--- config.mk ---
export PLATFORM = sky130hd
export DESIGN_NAME = queue_fifo_flat
export DESIGN_NICKNAME = d
export VERILOG_FILES = /design/src/rtl/queue_fifo_pkg.sv /design/src/rtl/queue_fifo_if.sv /design/src/rtl/queue_fifo_wrap_ptr.sv /design/src/rtl/queue_fifo.sv /design/src/flat_wrapper.sv
export SDC_FILE = /design/constraint.sdc
export NUM_CORES = 1
export LEC_CHECK = 0
export ABC_AREA = 1
export BUFFER_PORTS_ARGS = -buffer_cell sky130_fd_sc_hd__buf_2
export CORE_UTILIZATION = 55
export CTS_CLUSTER_SIZE = 14
export DETAILED_ROUTE_END_ITERATION = 10
export MAX_ROUTING_LAYER = met4
export PLACE_DENSITY = 0.78
export SYNTH_ARGS = -nofsm -noshare
export SYNTH_HDL_FRONTEND = slang
export SYNTH_HIERARCHICAL = 1
export SYNTH_SLANG_ARGS = --single-unit
--- constraint.sdc ---
create_clock -name clk -period 4.7 [get_ports clk]
set_clock_uncertainty 0.15 [all_clocks]
set_input_delay 0.94 -clock clk [delete_from_list [all_inputs] [get_ports clk]]
set_output_delay 0.94 -clock clk [all_outputs]
set_load 0.01 [all_outputs]
--- src/rtl/queue_fifo_pkg.sv ---
// Shared widths, helpers and opcode type for the multi-lane circular queue.
package queue_fifo_pkg;

  function automatic int unsigned clog2(input int unsigned n);
    int unsigned r;
    r = 0;
    while ((32'd1 << r) < n) r++;
    return r;
  endfunction

  // Pointers keep at least one bit so DEPTH values near 1 still elaborate.
  function automatic int unsigned ptr_width(input int unsigned depth);
    return (clog2(depth) < 1) ? 1 : clog2(depth);
  endfunction

  function automatic int unsigned lvl_width(input int unsigned depth);
    return clog2(depth + 1);
  endfunction

  typedef enum logic [1:0] {
    OP_HOLD = 2'd0,
    OP_PUSH = 2'd1,
    OP_POP  = 2'd2,
    OP_BOTH = 2'd3
  } q_op_e;

endpackage

--- src/rtl/queue_fifo_if.sv ---
// Push/pop/status bundle for queue_fifo; QUEUE_FIFO_ERR_FLAGS_EN adds err_clr/ovf/unf.
interface queue_fifo_if #(
  parameter int unsigned WIDTH    = 8,
  parameter int unsigned DEPTH    = 3,
  parameter int unsigned CHANNELS = 1
);
  localparam int unsigned DW    = WIDTH * CHANNELS;
  localparam int unsigned LVL_W = queue_fifo_pkg::lvl_width(DEPTH);

  logic             flush;
  logic             in_vld;
  logic             in_rdy;
  logic [DW-1:0]    din;
  logic             rd_en;
  logic [DW-1:0]    dout;
  logic             dout_vld;
  logic             full;
  logic             empty;
  logic [LVL_W-1:0] level;
`ifdef QUEUE_FIFO_ERR_FLAGS_EN
  logic             err_clr;
  logic             ovf;
  logic             unf;

  modport master (
    output flush, in_vld, din, rd_en, err_clr,
    input  in_rdy, dout, dout_vld, full, empty, level, ovf, unf
  );
  modport slave (
    input  flush, in_vld, din, rd_en, err_clr,
    output in_rdy, dout, dout_vld, full, empty, level, ovf, unf
  );
`else
  modport master (
    output flush, in_vld, din, rd_en,
    input  in_rdy, dout, dout_vld, full, empty, level
  );
  modport slave (
    input  flush, in_vld, din, rd_en,
    output in_rdy, dout, dout_vld, full, empty, level
  );
`endif
endinterface

--- src/rtl/queue_fifo_wrap_ptr.sv ---
// Modulo-DEPTH pointer: wraps DEPTH-1 -> 0, never visits unused codes.
module queue_wrap_ptr #(
  parameter  int unsigned DEPTH = 3,
  localparam int unsigned PTR_W = queue_fifo_pkg::ptr_width(DEPTH)
) (
  input  logic             clk,
  input  logic             rst,
  input  logic             clr,
  input  logic             inc,
  output logic [PTR_W-1:0] ptr
);
  localparam logic [PTR_W-1:0] LAST = PTR_W'(DEPTH - 1);

  always_ff @(posedge clk or posedge rst) begin
    if (rst) begin
      ptr <= '0;
    end else if (clr) begin
      ptr <= '0;
    end else if (inc) begin
      ptr <= (ptr == LAST) ? '0 : ptr + PTR_W'(1);
    end
  end
endmodule

--- src/rtl/queue_fifo.sv ---
// Multi-lane circular FIFO with registered read data and level/full/empty status.
// Optional QUEUE_FIFO_ERR_FLAGS_EN adds sticky overflow/underflow flags.
module queue_fifo
  import queue_fifo_pkg::*;
#(
  parameter int unsigned WIDTH    = 8,
  parameter int unsigned DEPTH    = 3,
  parameter int unsigned CHANNELS = 1
) (
  input  logic         clk,
  input  logic         rst,
  queue_fifo_if.slave  q
);
  localparam int unsigned DW    = WIDTH * CHANNELS;
  localparam int unsigned PTR_W = ptr_width(DEPTH);
  localparam int unsigned LVL_W = lvl_width(DEPTH);

  logic [DW-1:0]    mem [DEPTH];
  logic [PTR_W-1:0] wptr;
  logic [PTR_W-1:0] rptr;
  logic [LVL_W-1:0] level_r;
  logic [DW-1:0]    dout_r;
  logic             dout_vld_r;
  logic             full_w;
  logic             empty_w;
  logic             push;
  logic             pop;
  q_op_e            op;

  // Status decodes from the registered level only; flush suppresses both requests.
  assign full_w  = (level_r == LVL_W'(DEPTH));
  assign empty_w = (level_r == '0);
  assign push    = q.in_vld && !full_w && !q.flush;
  assign pop     = q.rd_en  && !empty_w && !q.flush;

  always_comb begin
    op = OP_HOLD;
    unique case ({pop, push})
      2'b01:   op = OP_PUSH;
      2'b10:   op = OP_POP;
      2'b11:   op = OP_BOTH;
      default: op = OP_HOLD;
    endcase
  end

  queue_wrap_ptr #(.DEPTH(DEPTH)) u_wptr (
    .clk (clk),
    .rst (rst),
    .clr (q.flush),
    .inc (push),
    .ptr (wptr)
  );

  queue_wrap_ptr #(.DEPTH(DEPTH)) u_rptr (
    .clk (clk),
    .rst (rst),
    .clr (q.flush),
    .inc (pop),
    .ptr (rptr)
  );

  always_ff @(posedge clk) begin
    if (push) begin
      mem[wptr] <= q.din;
    end
  end

  always_ff @(posedge clk or posedge rst) begin
    if (rst) begin
      level_r    <= '0;
      dout_r     <= '0;
      dout_vld_r <= 1'b0;
    end else begin
      dout_vld_r <= pop;
      if (pop) begin
        dout_r <= mem[rptr];
      end
      if (q.flush) begin
        level_r <= '0;
      end else begin
        unique case (op)
          OP_PUSH: level_r <= level_r + LVL_W'(1);
          OP_POP:  level_r <= level_r - LVL_W'(1);
          default: level_r <= level_r;
        endcase
      end
    end
  end

  assign q.in_rdy   = !full_w;
  assign q.full     = full_w;
  assign q.empty    = empty_w;
  assign q.level    = level_r;
  assign q.dout     = dout_r;
  assign q.dout_vld = dout_vld_r;

`ifdef QUEUE_FIFO_ERR_FLAGS_EN
  logic ovf_r;
  logic unf_r;

  always_ff @(posedge clk or posedge rst) begin
    if (rst) begin
      ovf_r <= 1'b0;
      unf_r <= 1'b0;
    end else if (q.err_clr) begin
      ovf_r <= 1'b0;
      unf_r <= 1'b0;
    end else begin
      if (q.in_vld && full_w) ovf_r <= 1'b1;
      if (q.rd_en && empty_w) unf_r <= 1'b1;
    end
  end

  assign q.ovf = ovf_r;
  assign q.unf = unf_r;
`endif

endmodule

--- src/flat_wrapper.sv ---
// flat-port wrapper written by rule: the top's interface ports become plain ports
module queue_fifo_flat import queue_fifo_pkg::*;
#(
  parameter int unsigned WIDTH    = 8,
  parameter int unsigned DEPTH    = 3,
  parameter int unsigned CHANNELS = 1
)
  (clk, rst, q_flush, q_in_vld, q_din, q_rd_en, q_in_rdy, q_dout, q_dout_vld, q_full, q_empty, q_level);
  queue_fifo_if #(.WIDTH(WIDTH), .DEPTH(DEPTH), .CHANNELS(CHANNELS)) q_i ();
  input  logic clk;
  input  logic rst;
  input wire logic [$bits(q_i.flush)-1:0] q_flush;
  input wire logic [$bits(q_i.in_vld)-1:0] q_in_vld;
  input wire logic [$bits(q_i.din)-1:0] q_din;
  input wire logic [$bits(q_i.rd_en)-1:0] q_rd_en;
  output wire logic [$bits(q_i.in_rdy)-1:0] q_in_rdy;
  output wire logic [$bits(q_i.dout)-1:0] q_dout;
  output wire logic [$bits(q_i.dout_vld)-1:0] q_dout_vld;
  output wire logic [$bits(q_i.full)-1:0] q_full;
  output wire logic [$bits(q_i.empty)-1:0] q_empty;
  output wire logic [$bits(q_i.level)-1:0] q_level;
  assign q_i.flush = q_flush;
  assign q_i.in_vld = q_in_vld;
  assign q_i.din = q_din;
  assign q_i.rd_en = q_rd_en;
  assign q_in_rdy = q_i.in_rdy;
  assign q_dout = q_i.dout;
  assign q_dout_vld = q_i.dout_vld;
  assign q_full = q_i.full;
  assign q_empty = q_i.empty;
  assign q_level = q_i.level;
  queue_fifo #(.WIDTH(WIDTH), .DEPTH(DEPTH), .CHANNELS(CHANNELS)) u_core (.clk(clk), .rst(rst), .q(q_i));
endmodule
==> impl_metrics.yaml, run 1 <==
synth:
  synth_top_area_share_pct: 44.55
  ys_warn_count: 6
  synth_commonest_cells: "edfxtp_1 (24), nand2_1 (24), inv_1 (19), a21oi_1 (16)"
  synth_flop_cell: "edfxtp_1"
  ys_seq_area_share_pct: 67.75
  synthesis.instances: 147
  synth-adder-area-share_pct: 0
  ys_seq_elements: 39
  synth_area_leaders: "edfxtp_1 (45%), dfrtp_1 (23%), nand2_1 (5.6%)"
  synth_xor_area_share_pct: 0
  synth.cell_area_um2: 1618
  synth_edf_count: 24
  synthArstFlopShare_pct: 38.46
  synth_top_cell_by_area: "edfxtp_1"
  syn_nets: 160
  synth_area_per_cell_um2: 11.01
  synth_compound_area_share_pct: 8.662
  synthMuxAreaShare_pct: 0
  synth_top_family_by_area: "simple AND/OR/NAND/NOR gates"
  yosys.area_share.simple_pct: 17.87
  synth_cell_types: 19
sta:
  min_period_over_period_pct: 55.70
  setup_viol: 0
  hold_slack_ns: 0.3020
  max_slew_margin_pct: 16.71
  fin_setup_tns_ns: 0
  hold_viol: 0
  finalMaxSlewViolations: 0
  worst_slack_ns: 2.082
  max_freq_ghz: 0.3820
  worst_slew_pin_slew_ns: 1.240
  fin_crit_ns: 2.618
  rsz0062_at_grt: "no"
setup_path:
  crit_path_end_kind: "register"
  crit_fanout: 9
  start_kind: "input pin"
  critPathArrivalTime_ns: 2.42
  crit_chain: "buf_2, inv_2, nand3_1, nor3_1"
  r2r-start: "u_core/q.level[1]"
  cpMaxStageDelayCell: "nor3_1"
  r2r-end: "u_core/mem[0][3]"
  cp_top_family: "simple AND/OR/NAND/NOR gates"
  ff2ff_setup_slack_ns: 2.40
  cp_num_buf_inv: 2
  path_class: "input pin to register"
  r2r_cells: 3
  critPathMaxStageDelay_ns: 0.99
  crit_required_ns: 4.50
clocking:
  clock-sinks: 39
  cts_setup_buffers: 0
  ctsHoldBuffers: 0
  cts_tree: "built"
  cts.clk_slew.worst_paths_ns: 0.11
  cts.path.max_buffers: 2
  htreeDepth: 2
  cts_resized: 0
  ctsRootBufferMaster: "clkbuf_4"
  cts_made_buffers: 5
  clk_latency_ns: 0.33
global_routing:
  grt_pass1_wl_um: 4740
  antenna_found_initial: 0
  grtUsageTotal_pct: 21.78
  grt_pass1_vias: 1091
  grt_start_max_net_pins: 20
  grt_overflow: 0
finish:
  drive_gt1_share_pct: 24.72
  fill_cells: 230
  final_area_um2: 1823
  antenna_cells_inserted: 0
  nets: 190
  synthToLayoutAreaGrowth_pct: 12.68
die:
  dieArea_um2: 3162
  start_util_pct: 58.16
  die_x_um: 56.24
  die_y_um: 56.24
  design.core.area_um2: 2781
  rows: 19
  io_pins: 27
route:
  num_vias: 1117
  wl_per_cell_um: 14.05
  first_iter_violations: 70
  antenna_left: 0
  wirelength_um: 2936
  drc: 0
  firstDrtPassIters: 4
  viasPerCell: 5.344
placement:
  post_dp_cell_area_um2: 1773
  dp_hpwl_um: 2036
  numPortBuffers: 26
  dp_slack_ns: 1.742
  routabilityCongestion: 0.8803
outcome:
  outcome: "finished clean"
power:
  ir_drop_v: 0.0003085
  power_density_nw_per_um2: 397.4
  cellLeakagePower_nw: 0.8126
min_path:
  hold_path_class: "input pin to async pin"
run:
  max_cap_viol_count: 0
-- cell type report --
class | count | area [um^2] | share of cell area [%]
Clock inverter | 1 | 5.005 | 0.2745
Inverter | 21 | 78.83 | 4.324
Timing Repair Buffer | 26 | 130.1 | 7.138
Multi-Input combinational cell | 84 | 429.2 | 23.54
Clock buffer | 7 | 45.04 | 2.471
Tap cell | 31 | 38.79 | 2.128
Sequential cell | 39 | 1096 | 60.12
-- through the flow --
step / power [W] / util [%] / cells
after global placement: 0.0005687 / 63.74 / 201
after floorplan: 0.0005166 / - / 147
after global routing: 0.0007651 / 65.54 / 209
after CTS: 0.0007347 / 65.54 / 209
after detailed placement: 0.0005763 / 63.74 / 201
final: 0.0007244 / 65.54 / 209
-- worst max path at each step --
stage	slack, ns	cells past startpoint	endpoint	start
global placement	1.89	4	u_core/mem[0][4]	q_flush
floorplan	2.34	3	u_core/mem[0][0]	q_flush
finish	2.08	4	u_core/mem[0][3]	q_flush
global route	1.98	4	u_core/mem[0][3]	q_flush
detailed placement	1.74	4	u_core/mem[0][2]	q_flush
CTS	2.10	4	u_core/mem[0][3]	q_flush
-- cells by family (layout without fill, tap and decap cells) --
group                  count (synthesis)  after routing
flip-flops                            39             39
buffers and inverters                 24             55
AND/OR/NAND/NOR                       60             60
AO/OA/AOI/OAI                         24             24
-- cell usage in the layout, fill, tap and decap left out, types with 2 or more instances in the layout --
cell type / count
nor2_1: 15
edfxtp_1: 24
inv_1: 19
nand3_1: 7
inv_2: 2
nor3_1: 2
nand4_1: 2
buf_2: 26
clkbuf_4: 5
o211ai_1: 8
nor2_2: 4
nand2_1: 24
dfrtp_1: 15
nand2_2: 3
a21oi_1: 16
clkbuf_1: 2
-- per-layer routing --
metal	share of wire (%)	GRT usage [%]	vias up
met3	3.7	4.884	12
met2	53	35.88	28
met5	0	-	-
li1	-	-	555
met4	2.9	13.59	0
met1	41	23.89	522
-- where the power goes --
group | internal (W) | switching [W] | total, W
Combinational | 0.0000555 | 0.0000824 | 0.000138
Clock | 0.0000584 | 0.0000985 | 0.000157
Sequential | 0.000404 | 0.0000260 | 0.000430
Total | 0.000517 | 0.000207 | 0.000724
-- sequential cells by signal, summed over array words and instances (netlist names) --
name	count
u_core/q.dout_vld	1
u_core/u_rptr/ptr	2
u_core/u_wptr/ptr	2
u_core/mem	24
u_core/q.level	2
u_core/q.dout	8
(Power assumes the default switching activity.)
==> inputs of run 2 (changes only) <==
--- a/config.mk
+++ b/config.mk
@@ -7,11 +7,11 @@
 export LEC_CHECK = 0
 export ABC_AREA = 1
 export BUFFER_PORTS_ARGS = -buffer_cell sky130_fd_sc_hd__buf_2
-export CORE_UTILIZATION = 55
+export CORE_UTILIZATION = 54
 export CTS_CLUSTER_SIZE = 14
 export DETAILED_ROUTE_END_ITERATION = 10
 export MAX_ROUTING_LAYER = met4
-export PLACE_DENSITY = 0.78
+export PLACE_DENSITY = 0.77
 export SYNTH_ARGS = -nofsm -noshare
 export SYNTH_HDL_FRONTEND = slang
 export SYNTH_HIERARCHICAL = 1
==> constraint.sdc (replaced) <==
create_clock -name clk -period 2.7 [get_ports clk]
set_clock_uncertainty 0.15 [all_clocks]
set_input_delay 0.54 -clock clk [delete_from_list [all_inputs] [get_ports clk]]
set_output_delay 0.54 -clock clk [all_outputs]
set_load 0.01 [all_outputs]
==> run 2 against run 1 <==
Compared with the run above:
- the run now ends with design-rule violations left
- setup slack lost 1.3 ns
- power grew 77%
- sequential cell count is the same
- routed wire length is the same
- register-to-register slack lost 1.6 ns
- die area grew 1.8%
- non-clock buffer count grew 3
==> impl_metrics.yaml, run 2 (synthesis gave the netlist of run 1 again) <==
finish:
  regMostFlops: "u_core/mem"
  final_common_cell: "buf_2"
  final_cell_mix: "buf_2 (26), nand2_1 (24), edfxtp_1 (24)"
  synthToLayoutAreaGrowth_pct: 14.77
  antenna_cells_inserted: 0
  largest_reg_flops: 24
  nets: 193
  drive_gt1_share_pct: 25.41
die:
  die_x_um: 56.74
  dieArea_um2: 3219
  start_util_pct: 57.67
  design.core.area_um2: 2805
  io_pins: 27
  rows: 19
  die_y_um: 56.74
power:
  cellLeakagePower_nw: 0.8311
  ir_drop_v: 0.0004061
  power_density_nw_per_um2: 692.2
global_routing:
  grt_start_max_net_pins: 20
  antenna_found_initial: 0
  grt_pass1_wl_um: 4864
  grt_overflow: 0
  grt_pass1_vias: 1084
  grtUsageTotal_pct: 21.79
sta:
  fin_setup_tns_ns: 0
  rsz0062_at_grt: "no"
  finalMaxSlewViolations: 0
  worst_slew_pin_slew_ns: 0.6749
  max_slew_margin_pct: 54.84
  worst_slack_ns: 0.7434
  max_freq_ghz: 0.5111
  min_period_over_period_pct: 72.47
  setup_viol: 0
  fin_crit_ns: 1.957
  hold_viol: 0
setup_path:
  start_kind: "register"
  crit_required_ns: 2.01
  path_class: "register to output port"
  crit_fanout: 7
  worstSetupStartpoint: "u_core/q.level[0]"
  r2r_cells: 3
  critPathArrivalTime_ns: 1.27
  crit_path_end_kind: "output port"
  r2r-start: "u_core/q.level[0]"
outcome:
  outcome: "complete, but fails checks"
  violations: "design-rule violations"
min_path:
  hold_path_startpoint: "q_din[7]"
  hold_path_class: "input pin to register"
  hold_depth: 1
route:
  firstDrtPassIters: 8
  antenna_left: 0
  viasPerCell: 5.307
  num_vias: 1125
  drc: 10
  wirelength_um: 2936
  wl_per_cell_um: 13.85
  first_iter_violations: 65
clocking:
  cts.path.max_buffers: 2
  cts_tree: "built"
  cts.clk_slew.worst_paths_ns: 0.11
  clock-sinks: 39
  ctsRootBufferMaster: "clkbuf_4"
  clk_latency_ns: 0.35
  htreeDepth: 2
  cts_setup_buffers: 0
  cts_made_buffers: 5
placement:
  dp_hpwl_um: 1994
  dp_slack_ns: 0.5430
  routabilityCongestion: 0.8063
  numPortBuffers: 26
run:
  max_cap_viol_count: 0
==> run 2: cell types whose count changed in the layout (fill, tap and decap cells not counted), sizes merged <==
cell         before  now
dlygate4sd3       0    1
buf              26   28
==> run 2: critical path, stage by stage (launching register included) <==
cell and delay (ns):
dfrtp_1 0.48, nor2_2 0.26, buf_2 0.18
==> run 2: power by group <==
group,switching (W),total (W),internal (W)
Clock,0.000176,0.000301,0.000125
Combinational,0.000138,0.000237,0.0000990
Sequential,0.0000449,0.000747,0.000702
==> run 2: final timing paths <==
check / slack, ns / to
hold / removal: 0.25 / u_core/mem[0][7]
setup / recovery: 0.74 / q_empty
hold reg to reg: 0.39 / u_core/q.dout[6]
setup reg to reg: 0.82 / u_core/mem[1][2]
max in group asynchronous: 1.44 / u_core/q.dout[6]
min in group asynchronous: 0.45 / u_core/u_rptr/ptr[1]
==> run 2: metrics by stage <==
stage	util (%)	instances	total power (W)	hold WS, ns	cell area [um^2]
floorplan	-	147	0.0008993	0.1312	1618
CTS	66.19	212	0.001299	0.2276	1857
global route	66.19	212	0.001359	0.2216	1857
global placement	63.74	203	0.0009920	0.2661	1788
finish	66.19	212	0.001285	0.2495	1857
detailed placement	63.74	203	0.0009979	0.2770	1788
==> run 2: routing by layer <==
| metal | vias to the layer above | wire (um) | GRT usage, % |
|---|---|---|---|
| li1 | 560 | - | - |
| met4 | 0 | 49 | 9.756 |
| met3 | 6 | 142 | 6.912 |
| met1 | 533 | 1241 | 25.74 |
| met2 | 26 | 1502 | 34.35 |
| met5 | - | 0 | - |
==> run 2: layout make-up <==
cell class	instances	area (um^2)
Sequential cell	39	1096
Fill cell	220	948.4
Multi-Input combinational cell	84	429.2
Timing Repair Buffer	29	155.1
Inverter	21	78.83
Clock buffer	7	55.05
Tap cell	31	38.79
Clock inverter	1	3.754
==> run 2: what timing repair did <==
item                                   4_1_cts  5_1_grt
hold buffers                                 1        0
endpoints found under the hold margin        4        0
resized for setup                            0        0
